--- src/rtl/stopwatch_ctrl.sv ---
// Stopwatch control FSM: button edge detection, tenth-second prescaler,
// lap freeze and blanking of the display when the limit is reached.
module stopwatch_ctrl #(
    parameter int TICK_DIV  = 10,
    parameter int FLASH_DIV = 5
) (
    input  logic       clk,
    input  logic       reset,
    input  logic       btn_start,
    input  logic       btn_stop,
    input  logic       btn_clear,
    input  logic       btn_lap,
    input  logic       mode_down,
    input  logic       at_limit,
    output logic       tick_en,
    output logic       count_down,
    output logic       load_preset,
    output logic       clear_cnt,
    output logic       lap_hold,
    output logic       blank,
    output logic [1:0] state
);

    localparam int PW = (TICK_DIV > 1) ? $clog2(TICK_DIV) : 1;
    localparam int FW = (FLASH_DIV > 1) ? $clog2(FLASH_DIV) : 1;
    localparam logic [PW-1:0] PRESC_MAX = PW'(TICK_DIV - 1);
    localparam logic [FW-1:0] FLASH_MAX = FW'(FLASH_DIV - 1);

    typedef enum logic [1:0] {
        S_IDLE  = 2'd0,
        S_RUN   = 2'd1,
        S_PAUSE = 2'd2,
        S_DONE  = 2'd3
    } state_t;

    state_t        state_q, state_d;
    logic [3:0]    hist_q, hist_d;
    logic [PW-1:0] presc_q, presc_d;
    logic [FW-1:0] flash_q, flash_d;
    logic          tick_q, tick_d;
    logic          dir_q, dir_d;
    logic          load_q, load_d;
    logic          clr_q, clr_d;
    logic          lap_q, lap_d;
    logic          blank_q, blank_d;

    logic          ev_clear_s, ev_stop_s, ev_start_s, ev_lap_s;

    // Rising-edge events, masked so only the highest-priority one survives
    always_comb begin
        ev_clear_s = btn_clear & ~hist_q[3];
        ev_stop_s  = btn_stop  & ~hist_q[2] & ~ev_clear_s;
        ev_start_s = btn_start & ~hist_q[1] & ~ev_clear_s & ~ev_stop_s;
        ev_lap_s   = btn_lap   & ~hist_q[0] & ~ev_clear_s & ~ev_stop_s & ~ev_start_s;
    end

    // Next-state and next-output computation
    always_comb begin
        state_d = state_q;
        hist_d  = {btn_clear, btn_stop, btn_start, btn_lap};
        presc_d = presc_q;
        flash_d = flash_q;
        tick_d  = 1'b0;
        load_d  = 1'b0;
        clr_d   = 1'b0;
        dir_d   = dir_q;
        lap_d   = lap_q;
        blank_d = blank_q;
        if (ev_clear_s) begin
            state_d = S_IDLE;
            clr_d   = 1'b1;
            lap_d   = 1'b0;
            blank_d = 1'b0;
            presc_d = '0;
        end else begin
            case (state_q)
                S_IDLE: begin
                    if (ev_start_s) begin
                        state_d = S_RUN;
                        dir_d   = mode_down;
                        load_d  = mode_down;
                        presc_d = '0;
                    end else begin
                        state_d = S_IDLE;
                    end
                end
                S_RUN: begin
                    if (ev_stop_s) begin
                        state_d = S_PAUSE;
                    end else if (at_limit) begin
                        // Terminal value reached: suppress the pending tick
                        state_d = S_DONE;
                        lap_d   = 1'b0;
                        flash_d = '0;
                        blank_d = 1'b1;
                    end else begin
                        if (presc_q == PRESC_MAX) begin
                            presc_d = '0;
                            tick_d  = 1'b1;
                        end else begin
                            presc_d = presc_q + PW'(1);
                        end
                        if (ev_lap_s) begin
                            lap_d = ~lap_q;
                        end else begin
                            lap_d = lap_q;
                        end
                    end
                end
                S_PAUSE: begin
                    if (ev_start_s) begin
                        state_d = S_RUN;
                    end else begin
                        state_d = S_PAUSE;
                    end
                end
                S_DONE: begin
                    if (ev_stop_s) begin
                        state_d = S_IDLE;
                        blank_d = 1'b0;
                    end else if (flash_q == FLASH_MAX) begin
                        flash_d = '0;
                        blank_d = ~blank_q;
                    end else begin
                        flash_d = flash_q + FW'(1);
                    end
                end
                default: begin
                    state_d = S_IDLE;
                end
            endcase
        end
    end

    // State and output registers; history set to 1 so held buttons stay silent
    always_ff @(posedge clk) begin
        if (reset) begin
            state_q <= S_IDLE;
            hist_q  <= 4'b1111;
            presc_q <= '0;
            flash_q <= '0;
            tick_q  <= 1'b0;
            dir_q   <= 1'b0;
            load_q  <= 1'b0;
            clr_q   <= 1'b0;
            lap_q   <= 1'b0;
            blank_q <= 1'b0;
        end else begin
            state_q <= state_d;
            hist_q  <= hist_d;
            presc_q <= presc_d;
            flash_q <= flash_d;
            tick_q  <= tick_d;
            dir_q   <= dir_d;
            load_q  <= load_d;
            clr_q   <= clr_d;
            lap_q   <= lap_d;
            blank_q <= blank_d;
        end
    end

    assign tick_en     = tick_q;
    assign count_down  = dir_q;
    assign load_preset = load_q;
    assign clear_cnt   = clr_q;
    assign lap_hold    = lap_q;
    assign blank       = blank_q;
    assign state       = state_q;

endmodule

--- config.mk ---
export PLATFORM = sky130hd
export DESIGN_NAME = stopwatch_ctrl
export DESIGN_NICKNAME = d
export VERILOG_FILES = /design/src/rtl/stopwatch_ctrl.sv
export SDC_FILE = /design/constraint.sdc
export NUM_CORES = 1
export LEC_CHECK = 0
export CAP_MARGIN = 15
export CORE_UTILIZATION = 54
export DETAILED_ROUTE_END_ITERATION = 8
export PLACE_DENSITY = 0.81
export SLEW_MARGIN = 10
export SYNTH_ARGS = -nofsm -noshare
export SYNTH_HDL_FRONTEND = slang
export SYNTH_SLANG_ARGS = --single-unit
--- constraint.sdc ---
create_clock -name clk -period 3.7 [get_ports clk]
set_input_delay 0.74 -clock clk [delete_from_list [all_inputs] [get_ports clk]]
set_output_delay 0.74 -clock clk [all_outputs]
set_load 0.01 [all_outputs]
==> qor.txt, run 1 <==
largest net degree at the start of global routing: 14
CP cell instances: clkdlybuf4s50_1
crit path buf inv count: 1
Post-synth EDFFs: 0
maxcap violations: 0
Port Buffers: 15
maximum vdd drop: 0.202 mV
CTS tree: built
critical path peak fanout: 10
Synth Flop Type: dfxtp_1
ANT cells: 0
initial antenna violation count: 0
Resized cells post-CTS: 0
kind of critical path: register to output port
first-pass GRT wire length: 3130 um
most frequent cell after synthesis: dfxtp_1
commonest cells in the netlist: 19 x dfxtp_1, 10 x nor2_1, 8 x nand2_1
crit path DAT: 1.45 ns
via count: 828
DIE WIDTH: 43.2 um
Layout Cells excl Fill: 136
worst hold stages: 2
achievable frequency: 0.457 GHz
Final Hold Violating Endpoints: 0
power per cell area: 322 mW/mm2
io pins: 16
Die Ht: 43.2 um
DRC errors left: 0
Via-to-Cell Ratio: 6.09
htree depth: 1
Final Skew: 0.00463 ns
1st-iter DRT viols: 13
Final setup viols: 0
total CTS buffers: 3
Mapped Cells: 104
slowest stage cell, crit path: clkdlybuf4s50_1
Leak: 0.393 nW
status: complete, no violations
total track usage: 22.4%
syn_nets: 116
startpoint types: register
Clk pin slew, worst setup/hold paths: 0.11 ns
Placed Cells: 132
Syn-to-layout area delta: 19.1%
critical path depth: 1
cell taking the most area after synthesis: dfxtp_1
maximum clock path buffer count: 2
final setup TNS: 0 ns
FF-to-FF setup slack: 2.06 ns
clk_lat worst skew: 0.30 ns
Req. time, crit path: 2.96 ns
share of cells above drive strength 1: 11.7%
average cell area after synthesis: 8.83 um2
Synth Cell Area: 918 um2
fin crit share: 59.2%
initial core utilization: 59.6%
RSZ-0062 raised after global routing: no
gr ovfl total: 0
sequential area share after synthesis: 41.4%
Ys Warns: 0
nets@finish: 133
asr flop ratio synth: 0%
Placer Congestion: 0.821
remaining antenna violation count: 0
buffer count from post-CTS setup fixing: 0
Hold/Removal Path Class: register to register
Max stage delay on crit path: 0.61 ns
Final HPWL DP: 1300 um
vias in the first global route: 723
CTS Hold Bufs: 0
Die Area: 0.00187 mm2
FILL cells: 127
Avg WL per Cell: 13.6 um
Max transition margin: 70.8%
R2R depth: 4
final wirelength: 1840 um
crit path time final: 2.19 ns
Crit. End Element: output port
worst-margin pin slew: 0.437 ns
Synth top area share: 41.4%
Area contributors post-synth: dfxtp_1 41%, ha_1 5.4%, nor2_1 4.1%
final slew viol count: 0
CTS sink count: 19
Site Rows: 14
Crit path max-delay family: buffers and inverters
root cell of the clock tree: clkbuf_4
FF+latch count, synth: 19
drt first pass iters: 6
Core Box Area: 0.00154 mm2
Netlist cell types: 39
-- sequential cells by signal (all words and copies together) (netlist names) --
signal and flops:
tick_en 1, hist_q 4, lap_hold 1, count_down 1, blank 1, presc_q 4, flash_q 3, state 2
clear_cnt 1, load_preset 1
-- layout by cell type, fill, tap and decap left out, types with 2 or more instances in the layout --
cell / netlist / final
a21oi_1: 7 / 7
clkbuf_4: 0 / 3
clkdlybuf4s50_1: 0 / 15
dfxtp_1: 19 / 19
ha_1: 4 / 4
inv_1: 6 / 6
nand2_1: 8 / 8
nand2b_1: 3 / 3
nand3_1: 5 / 5
nand4_1: 2 / 2
nand4b_1: 2 / 2
nor2_1: 10 / 10
nor3b_1: 2 / 2
o21ai_0: 4 / 4
o32ai_1: 2 / 2
or2_2: 4 / 4
or3_1: 2 / 2
-- metal layers --
| layer | share of wire, % | routed length [um] | GRT usage, % |
|---|---|---|---|
| met5 | 0 | 0 | 0 |
| met4 | 2.5 | 46 | 9.09 |
| met1 | 47 | 860 | 29.2 |
| met2 | 46 | 847 | 35.2 |
| met3 | 4.8 | 89 | 5.53 |
-- worst paths after layout --
check | start | to
worst min register to register | flash_q[0] | flash_q[0]
worst min-delay path | flash_q[0] | flash_q[0]
worst max register to register | state[0] | presc_q[1]
worst max-delay path | state[0] | state[0]
-- power breakdown --
part / internal [mW] / switching [mW]
Sequential: 0.209 / 0.00347
Combinational: 0.0189 / 0.0176
Clock: 0.0403 / 0.0635
Total: 0.268 / 0.0846
-- cells by family after synthesis --
kind of cell	count (synthesis)	share of synthesized area (%)
adder cells (fa/ha/maj)	4	5.45
flip-flops	19	41.4
buffers and inverters	9	4.90
multiplexers	1	1.09
AND/OR/NAND/NOR	46	28.9
AO/OA/AOI/OAI	25	18.3
-- stage by stage --
stage | hold WS (ns) | total power [mW] | setup slack, ns | cell area [um2] | util [%]
floorplan | 0.447 | 0.238 | 1.87 | 918 | -
global placement | 0.464 | 0.252 | 1.26 | 1070 | 69.2
detailed placement | 0.476 | 0.253 | 1.26 | 1070 | 69.2
CTS | 0.497 | 0.354 | 1.51 | 1090 | 70.9
global route | 0.520 | 0.369 | 1.43 | 1090 | 70.9
finish | 0.495 | 0.352 | 1.51 | 1090 | 70.9
-- final cells by class --
cell class / instances / area [um2] / share of cell area (%)
multi-input cells: 76 / 493 / 45.1
flip-flops and latches: 19 / 380 / 34.8
repair buffers: 15 / 150 / 13.7
clock buffers: 3 / 22.5 / 2.06
inverters: 6 / 22.5 / 2.06
well taps: 16 / 20.0 / 1.83
clock inverters: 1 / 5.00 / 0.458
No activity file was read; power rests on OpenSTA's default activity.
==> run 2: changes to the inputs <==
CORE_UTILIZATION = 45   (was 54)
PLACE_DENSITY = 0.72   (was 0.81)
clock period = 1.9 ns   (was 3.7 ns; I/O delays follow)
==> qor.txt, run 2 (synthesis results as in run 1) <==
status: complete, no violations
most frequent cells in the layout: 18 x dfxtp_1, 15 x clkdlybuf4s50_1, 10 x nor2_1
Resized cells post-CTS: 0
DRC errors left: 0
Final Skew: 0.0112 ns
ANT cells: 0
Die Ht: 47.2 um
final core utilization: 63.2%
final wirelength: 1890 um
Placer Congestion: 0.791
maxcap violations: 0
Final setup viols: 0
final slew viol count: 0
CTS tree: built
Hold/Removal Path Class: register to register
total CTS buffers: 3
maximum clock path buffer count: 2
total track usage: 20.5%
Placed Cells: 147
Leak: 0.421 nW
achievable frequency: 0.574 GHz
Max stage delay on crit path: 0.59 ns
R2R depth: 6
initial antenna violation count: 0
crit path DAT: 1.36 ns
maximum vdd drop: 0.476 mV
Core Box Area: 0.00182 mm2
Syn-to-layout area delta: 25.3%
Die Area: 0.00223 mm2
Final HPWL DP: 1410 um
Clk pin slew, worst setup/hold paths: 0.10 ns
commonest non-fill, non-tap cell in the layout: dfxtp_1
fin crit share: 91.7%
setup ws final: 0.157 ns
DIE WIDTH: 47.2 um
Site Rows: 15
Crit path max-delay family: buffers and inverters
first-pass GRT wire length: 3130 um
vias in the first global route: 701
WHS: 0.484 ns
root cell of the clock tree: clkbuf_4
Port Buffers: 15
worst-margin pin slew: 0.318 ns
Layout Cells excl Fill: 151
crit path time final: 1.74 ns
biggest regs: hist_q x4, presc_q x4, flash_q x3
Avg WL per Cell: 12.5 um
crit path buf inv count: 1
Via-to-Cell Ratio: 5.46
RSZ-0062 raised after global routing: no
via count: 825
nets@finish: 139
CP cell instances: clkdlybuf4s50_1
Crit. End Element: output port
kind of critical path: register to output port
Max transition margin: 78.3%
io pins: 16
largest net degree at the start of global routing: 13
Final Hold Violating Endpoints: 0
remaining antenna violation count: 0
power per cell area: 609 mW/mm2
total power draw: 701 uW
worst hold stages: 2
clk_lat worst skew: 0.30 ns
CTS Hold Bufs: 0
htree depth: 1
Req. time, crit path: 1.52 ns
pre-CTS setup slack: -0.00217 ns
share of cells above drive strength 1: 16.7%
critical path depth: 1
slowest stage cell, crit path: clkdlybuf4s50_1
critical path peak fanout: 9
drt first pass iters: 4
startpoint types: register
CTS sink count: 19
1st-iter DRT viols: 37
FILL cells: 166
gr ovfl total: 0
initial core utilization: 50.4%
buffer count from post-CTS setup fixing: 0
-- run 2: cell count changes in the layout (fill, tap and decap cells not counted), sizes merged --
| cell | before | now |
|---|---|---|
| buf | 0 | 6 |
-- run 2: power breakdown --
group / leakage, nW / internal [mW] / total, mW / switching [mW]
combinational: 0.248 / 0.0435 / 0.0798 / 0.0362
clock: 0.0177 / 0.0785 / 0.208 / 0.130
sequential: 0.155 / 0.407 / 0.413 / 0.00676
total: 0.421 / 0.529 / 0.701 / 0.173
-- run 2: path summary, 6_finish.rpt --
path | slack [ns] | startpoint | endpoint
min reg2reg | 0.48 | flash_q[1] | flash_q[1]
min | 0.48 | flash_q[1] | flash_q[1]
max | 0.16 | state[1] | state[1]
max reg2reg | 0.41 | presc_q[1] | presc_q[3]
-- run 2: layer usage --
layer	GRT usage [%]	wire [um]	up-vias
met5	0	0	-
met4	10.3	27	0
met3	4.23	94	4
met2	29.7	834	32
met1	28.5	932	371
li1	-	-	418
-- run 2: final cells by class --
type,instances,area [um2],area share [%]
Clock buffer,3,22.5,1.96
Tap cell,25,31.3,2.72
Clock inverter,1,5.00,0.435
Multi-Input combinational cell,76,493,42.8
Timing Repair Buffer,21,195,17.0
Inverter,6,22.5,1.96
Sequential cell,19,382,33.2
-- run 2: metrics by stage --
stage          instance area, um2  setup TNS, ns
6_report                     1150              0
3_5_place_dp                 1120       -0.00217
4_1_cts                      1150              0
3_3_place_gp                 1120              0
2_1_floorplan                 918              0
5_1_grt                      1150              0
